--- src/rtl/mem_rd_pkg.sv ---
// rtl/mem_rd_pkg.sv - shared constants, state type and range helper for mem_burst_reader
package mem_rd_pkg;

  localparam int BURST     = 20;
  localparam int MEM_DEPTH = 1201;
  localparam int AW        = 16;
  localparam int IW        = $clog2(BURST);

  typedef enum logic [2:0] {
    S_IDLE,
    S_REQ,
    S_CAP,
    S_DRAIN,
    S_FIN
  } state_t;

  // Widened by one bit so a start address near 2^AW cannot wrap into range.
  function automatic logic burst_fits(input logic [AW-1:0] addr);
    logic [AW:0] last_byte;
    last_byte = {1'b0, addr} + (AW+1)'(BURST - 1);
    return last_byte <= (AW+1)'(MEM_DEPTH - 1);
  endfunction

endpackage

--- src/rtl/burst_ser_buf.sv ---
// rtl/burst_ser_buf.sv - parallel-load burst buffer serialised onto a valid/ready byte stream
module burst_ser_buf
  import mem_rd_pkg::*;
(
  input  logic               clk,
  input  logic               reset,
  input  logic               load,
  input  logic [BURST*8-1:0] load_data,
  input  logic               last_burst,
  input  logic               out_ready,
  output logic [7:0]         out_data,
  output logic               out_valid,
  output logic               out_eob,
  output logic               out_eoj,
  output logic               burst_end
);

  localparam logic [IW-1:0] LAST_IDX = IW'(BURST - 1);

  logic [7:0]    bytes_q [BURST];
  logic [IW-1:0] idx;
  logic [IW-1:0] idx_nxt;
  logic          xfer;

  assign xfer      = out_valid && out_ready;
  assign idx_nxt   = idx + IW'(1);
  assign burst_end = xfer && (idx == LAST_IDX);

  always_ff @(posedge clk) begin
    if (load) begin
      for (int k = 0; k < BURST; k++) begin
        bytes_q[k] <= load_data[k*8 +: 8];
      end
    end
  end

  // out_data is preloaded with the next byte so the stream port stays fully registered.
  always_ff @(posedge clk) begin
    if (reset) begin
      idx       <= '0;
      out_valid <= 1'b0;
      out_data  <= '0;
      out_eob   <= 1'b0;
      out_eoj   <= 1'b0;
    end else if (load) begin
      idx       <= '0;
      out_valid <= 1'b1;
      out_data  <= load_data[7:0];
      out_eob   <= 1'b0;
      out_eoj   <= 1'b0;
    end else if (xfer) begin
      if (idx == LAST_IDX) begin
        out_valid <= 1'b0;
        out_eob   <= 1'b0;
        out_eoj   <= 1'b0;
      end else begin
        idx      <= idx_nxt;
        out_data <= bytes_q[idx_nxt];
        out_eob  <= (idx_nxt == LAST_IDX);
        out_eoj  <= (idx_nxt == LAST_IDX) && last_burst;
      end
    end
  end

endmodule

--- src/rtl/mem_burst_reader.sv ---
// rtl/mem_burst_reader.sv - read-side burst initiator: strided memory reads streamed out bytewise
module mem_burst_reader
  import mem_rd_pkg::*;
(
  input  logic          clk,
  input  logic          reset,
  input  logic          start,
  input  logic [AW-1:0] base_addr,
  input  logic [7:0]    n_bursts,
  input  logic [AW-1:0] stride,
  output logic          busy,
  output logic          done,
  output logic          err,
  output logic          mem_en,
  output logic          mem_r_w,
  output logic [AW-1:0] mem_abus,
  input  logic [7:0]    mem_dbus_out1,
  input  logic [7:0]    mem_dbus_out2,
  input  logic [7:0]    mem_dbus_out3,
  input  logic [7:0]    mem_dbus_out4,
  input  logic [7:0]    mem_dbus_out5,
  input  logic [7:0]    mem_dbus_out6,
  input  logic [7:0]    mem_dbus_out7,
  input  logic [7:0]    mem_dbus_out8,
  input  logic [7:0]    mem_dbus_out9,
  input  logic [7:0]    mem_dbus_out10,
  input  logic [7:0]    mem_dbus_out11,
  input  logic [7:0]    mem_dbus_out12,
  input  logic [7:0]    mem_dbus_out13,
  input  logic [7:0]    mem_dbus_out14,
  input  logic [7:0]    mem_dbus_out15,
  input  logic [7:0]    mem_dbus_out16,
  input  logic [7:0]    mem_dbus_out17,
  input  logic [7:0]    mem_dbus_out18,
  input  logic [7:0]    mem_dbus_out19,
  input  logic [7:0]    mem_dbus_out20,
  output logic [7:0]    out_data,
  output logic          out_valid,
  input  logic          out_ready,
  output logic          out_eob,
  output logic          out_eoj
);

  state_t        state;
  state_t        next_state;
  logic [AW-1:0] cur_addr;
  logic [AW-1:0] next_addr;
  logic [AW-1:0] stride_q;
  logic [7:0]    remaining;
  logic          req_ok;
  logic          issue;
  logic          burst_end;
  logic [BURST*8-1:0] rd_bytes;

  assign rd_bytes = {mem_dbus_out20, mem_dbus_out19, mem_dbus_out18, mem_dbus_out17,
                     mem_dbus_out16, mem_dbus_out15, mem_dbus_out14, mem_dbus_out13,
                     mem_dbus_out12, mem_dbus_out11, mem_dbus_out10, mem_dbus_out9,
                     mem_dbus_out8,  mem_dbus_out7,  mem_dbus_out6,  mem_dbus_out5,
                     mem_dbus_out4,  mem_dbus_out3,  mem_dbus_out2,  mem_dbus_out1};

  always_ff @(posedge clk) begin
    if (reset) state <= S_IDLE;
    else       state <= next_state;
  end

  always_comb begin
    next_state = state;
    next_addr  = cur_addr;
    case (state)
      S_IDLE: begin
        if (start) begin
          next_addr  = base_addr;
          next_state = (n_bursts == 8'd0) ? S_FIN : S_REQ;
        end
      end
      S_REQ:   next_state = req_ok ? S_CAP : S_FIN;
      S_CAP:   next_state = S_DRAIN;
      S_DRAIN: begin
        if (burst_end) begin
          next_addr  = cur_addr + stride_q;
          next_state = (remaining == 8'd1) ? S_FIN : S_REQ;
        end
      end
      S_FIN:   next_state = S_IDLE;
      default: next_state = S_IDLE;
    endcase
  end

  // Range check is resolved on entry to REQ so mem_en can be a registered output.
  assign issue = (next_state == S_REQ) && burst_fits(next_addr);

  always_ff @(posedge clk) begin
    if (reset) begin
      busy      <= 1'b0;
      done      <= 1'b0;
      err       <= 1'b0;
      mem_en    <= 1'b0;
      mem_r_w   <= 1'b1;
      mem_abus  <= '0;
      cur_addr  <= '0;
      stride_q  <= '0;
      remaining <= '0;
      req_ok    <= 1'b0;
    end else begin
      mem_r_w  <= 1'b1;
      busy     <= (next_state != S_IDLE);
      done     <= (next_state == S_FIN);
      err      <= (next_state == S_FIN) && (state == S_REQ);
      mem_en   <= issue;
      cur_addr <= next_addr;
      req_ok   <= burst_fits(next_addr);
      if (issue) mem_abus <= next_addr;
      if ((state == S_IDLE) && start) begin
        stride_q  <= stride;
        remaining <= n_bursts;
      end else if (burst_end) begin
        remaining <= remaining - 8'd1;
      end
    end
  end

  burst_ser_buf u_ser (
    .clk        (clk),
    .reset      (reset),
    .load       (state == S_CAP),
    .load_data  (rd_bytes),
    .last_burst (remaining == 8'd1),
    .out_ready  (out_ready),
    .out_data   (out_data),
    .out_valid  (out_valid),
    .out_eob    (out_eob),
    .out_eoj    (out_eoj),
    .burst_end  (burst_end)
  );

endmodule

--- config.mk ---
export PLATFORM = sky130hd
export DESIGN_NAME = mem_burst_reader
export DESIGN_NICKNAME = d
export VERILOG_FILES = /design/src/rtl/mem_rd_pkg.sv /design/src/rtl/burst_ser_buf.sv /design/src/rtl/mem_burst_reader.sv
export SDC_FILE = /design/constraint.sdc
export NUM_CORES = 1
export LEC_CHECK = 0
export ABC_AREA = 1
export BUFFER_PORTS_ARGS = -buffer_cell sky130_fd_sc_hd__buf_2
export CORE_MARGIN = 5
export CORE_UTILIZATION = 40
export DETAILED_ROUTE_END_ITERATION = 10
export GPL_ROUTABILITY_DRIVEN = 1
export PLACE_DENSITY = 0.67
export SLEW_MARGIN = 30
export SYNTH_ARGS = -nofsm -noshare
export SYNTH_HDL_FRONTEND = slang
export SYNTH_HIERARCHICAL = 1
export SYNTH_SLANG_ARGS = --single-unit
--- constraint.sdc ---
create_clock -name clk -period 7.4 [get_ports clk]
set_input_delay 0.74 -clock clk [delete_from_list [all_inputs] [get_ports clk]]
set_output_delay 0.74 -clock clk [all_outputs]
set_load 0.005 [all_outputs]
==> results.py <==
metrics = {
    "status": {
        "status": "finished, final reports clean",
    },
    "finish": {
        "drive_gt1_frac": 0.2180,
        "nets": 1794,
        "fillCellCount": 2775,
        "syn_to_final_growth_pct": 20.79,
        "multi_input_area_um2": 4275,
        "regArea_um2": 6407,
    },
    "clock_network": {
        "clkTransAtPathRegs_ns": 0.06,
        "clockRootBuffer": "clkbuf_16",
        "cts_buffers": 28,
        "cts_tree": "built",
        "clk_latency_ns": 0.55,
        "cts.sinks": 240,
        "cts_max_level": 1,
        "postCtsSetupBuffers": 0,
        "cts_resized": 0,
        "clock_path_buffers": 3,
        "cts_hold_buffers": 0,
    },
    "sta": {
        "relSlewSlack": 0.3566,
        "grt_setup_unrepaired": "false",
        "hold_viol": 0,
        "setup_viol": 0,
        "fin_ws_ns": 3.568,
        "fin_tns_setup_ns": 0,
        "period_needed_ns": 3.832,
        "post-route-period-util": 0.5178,
        "skew_ns": 0.01682,
        "fmax_mhz": 261.0,
        "worstMarginPinSlew_ns": 0.9650,
        "slew_violations": 0,
    },
    "setup_path": {
        "worst-endpoint-arrival_ns": 4.31,
        "reg2reg_depth": 26,
        "crit_type": "flop to flop",
        "required_ns": 7.88,
        "cp_max_fo": 26,
        "endpoint_kind": "flop",
        "start_kind": "flop",
    },
    "drt": {
        "route.detailed.drc": 0,
        "drtIter0Drc": 848,
        "vias": 9893,
        "drt-pass1-iter-count": 6,
        "wl_mm": 32.95,
        "viasPerCell": 4.999,
        "ant_nets": 0,
        "wire_per_inst_um": 16.65,
    },
    "floorplan": {
        "start_util": 0.4043,
        "die_area_um2": 32520,
        "io_pins": 236,
        "die_y_um": 180.3,
        "core-area_um2": 28700,
        "row_count": 62,
        "die_x_um": 180.3,
    },
    "synth": {
        "ys_async_sr_fraction": 0,
        "synthesis.nets": 1573,
        "synth_cells": 1349,
        "syn_area_um2": 11600,
        "ys_ff_latch": 240,
        "yosys.area.top_type": "edfxtp_1",
        "postSynthAreaPerCell_um2": 8.603,
        "ys.flop_type": "edfxtp_1",
        "ys_seq_area_frac": 0.5520,
        "synth.distinct_cells": 45,
        "synthTopCellsByCount": "nand2_1 (423), inv_1 (162), edfxtp_1 (160)",
        "synth.area.top_cells": "edfxtp_1 (41%), dfxtp_1 (14%), nand2_1 (14%)",
        "synth_top_area_frac": 0.4140,
        "synth-edff-count": 160,
        "yosysWarningCount": 6,
        "synthMostInstantiatedCell": "nand2_1",
    },
    "placement": {
        "numPortBuffers": 234,
        "globalplace.congestion": 0.9220,
        "place_ws_ns": 3.583,
        "hpwlAfterDp_mm": 23.41,
    },
    "grt": {
        "grt_pass1_wl_mm": 50.89,
        "grt_max_degree": 104,
        "antenna_found_initial": 5,
        "grt_pass1_vias": 9443,
        "grt-ovfl-total": 0,
        "track_usage": 0.1942,
    },
    "job": {
        "drv_cap": 0,
    },
    "pwr": {
        "p_leak_uw": 0.006393,
        "powerDensity_nw_per_um2": 237.1,
        "power_uw": 3324,
        "irDropWorstVdd_mv": 0.1626,
    },
    "min_path": {
        "hold_class": "primary input to flop",
        "whs_path_depth": 1,
    },
}
[registers in the layout, indices dropped and copies added, names as in the netlist, 3 cells and up]
| signal | flops |
|---|---|
| state | 3 |
| u_ser/out_data | 8 |
| u_ser/bytes_q | 160 |
| mem_abus | 16 |
| stride_q | 16 |
| u_ser/idx | 5 |
| remaining | 8 |
| cur_addr | 16 |
[cell type report]
cell class / instances / area share
repair buffers: 241 / 0.08730
clock inverters: 17 / 0.01589
multi-input cells: 889 / 0.3050
well taps: 384 / 0.03428
clock buffers: 35 / 0.05382
inverters: 170 / 0.04606
diodes: 3 / 0.0005356
flip-flops and latches: 240 / 0.4571
[final timing paths]
kind	start	slack, ns	endpoint
max reg2reg	u_ser/idx[1]	3.57	mem_abus[4]
min	mem_dbus_out14[7]	0.37	u_ser/bytes_q[13][7]
max	u_ser/idx[1]	3.57	mem_abus[4]
min reg2reg	mem_abus[11]	0.44	mem_abus[11]
[critical path, cell delays in order, from the launching register on]
cell and delay (ns):
dfxtp_1 0.37, ha_1 0.37, nand2_1 0.10, nor3_1 0.19, inv_1 0.08, nor2_1 0.09, buf_4 0.23, inv_1 0.29
nor2_8 0.27, nand2_2 0.06, nand2_1 0.06, inv_1 0.05, nand2_2 0.07, nand2_1 0.06, nand2_2 0.07, nand2_2 0.07
nand2_4 0.12, nand3_4 0.09, nor2_4 0.11, nand3_1 0.12, nand2_1 0.11, nand2_2 0.07, nor2_4 0.13, nand3_4 0.28
nand2_1 0.14, nand2_1 0.06, nor2_1 0.11
[per-layer routing]
metal  share of wire  GRT usage  vias to the layer above
li1                -          -                     4848
met1            0.44     0.2648                     4587
met2            0.46     0.3142                      393
met3           0.078    0.03714                       61
met4           0.028    0.06292                        4
met5         0.00082          0                        -
[stage by stage]
stage | cell area (µm²) | hold slack, ns | utilization | instances
finish | 14020 | 0.3652 | 0.4884 | 1979
global route | 14020 | 0.3385 | 0.4884 | 1979
CTS | 14000 | 0.3343 | 0.4877 | 1976
detailed placement | 13020 | 0.4253 | 0.4537 | 1924
global placement | 13020 | 0.4271 | 0.4537 | 1924
floorplan | 11600 | 0.4334 | - | 1349
[power breakdown]
group	leakage, µW	total, µW	switching [µW]	internal [µW]
logic	0.00381	370	232	137
clock network	0.000488	1450	558	896
registers	0.00209	1500	28.6	1470
[placed cells by master (no fill, tap or decap), types with 3 or more instances in the layout]
master and count:
edfxtp_1 160, nand4_1 9, xor2_1 5, inv_2 7, diode_2 3, buf_4 7, inv_1 161, ha_1 19
nor2_1 112, nand3_4 3, dfxtp_1 79, a21oi_1 52, nand2_2 16, a221oi_1 4, o22ai_1 8, buf_2 234
nand3_1 131, o211ai_1 7, o21ai_0 43, nor2_4 4, bufinv_16 5, nand2_1 423, clkbuf_1 3, clkinv_2 8
a21oi_2 10, nor3_1 3, a21o_1 3, nand3_2 4, o21ai_1 3, or2_2 5, a31oi_1 6, xor2_2 3
clkbuf_16 28, nor4_1 4
[logic make-up (layout without fill, tap and decap cells)]
family / after synthesis / count (layout) / synth area share
xor gates and xnor gates: 10 / 10 / 0.01014
DFF: 240 / 240 / 0.5520
buffers and inverters: 220 / 463 / 0.08054
and+or+nand+nor: 719 / 719 / 0.2660
adders and majority gates: 20 / 20 / 0.02221
other: 1 / 4 / 0.0003231
AOI/OAI and AO/OA: 139 / 139 / 0.06879
Note: power is estimated with default switching activity, not from simulation.
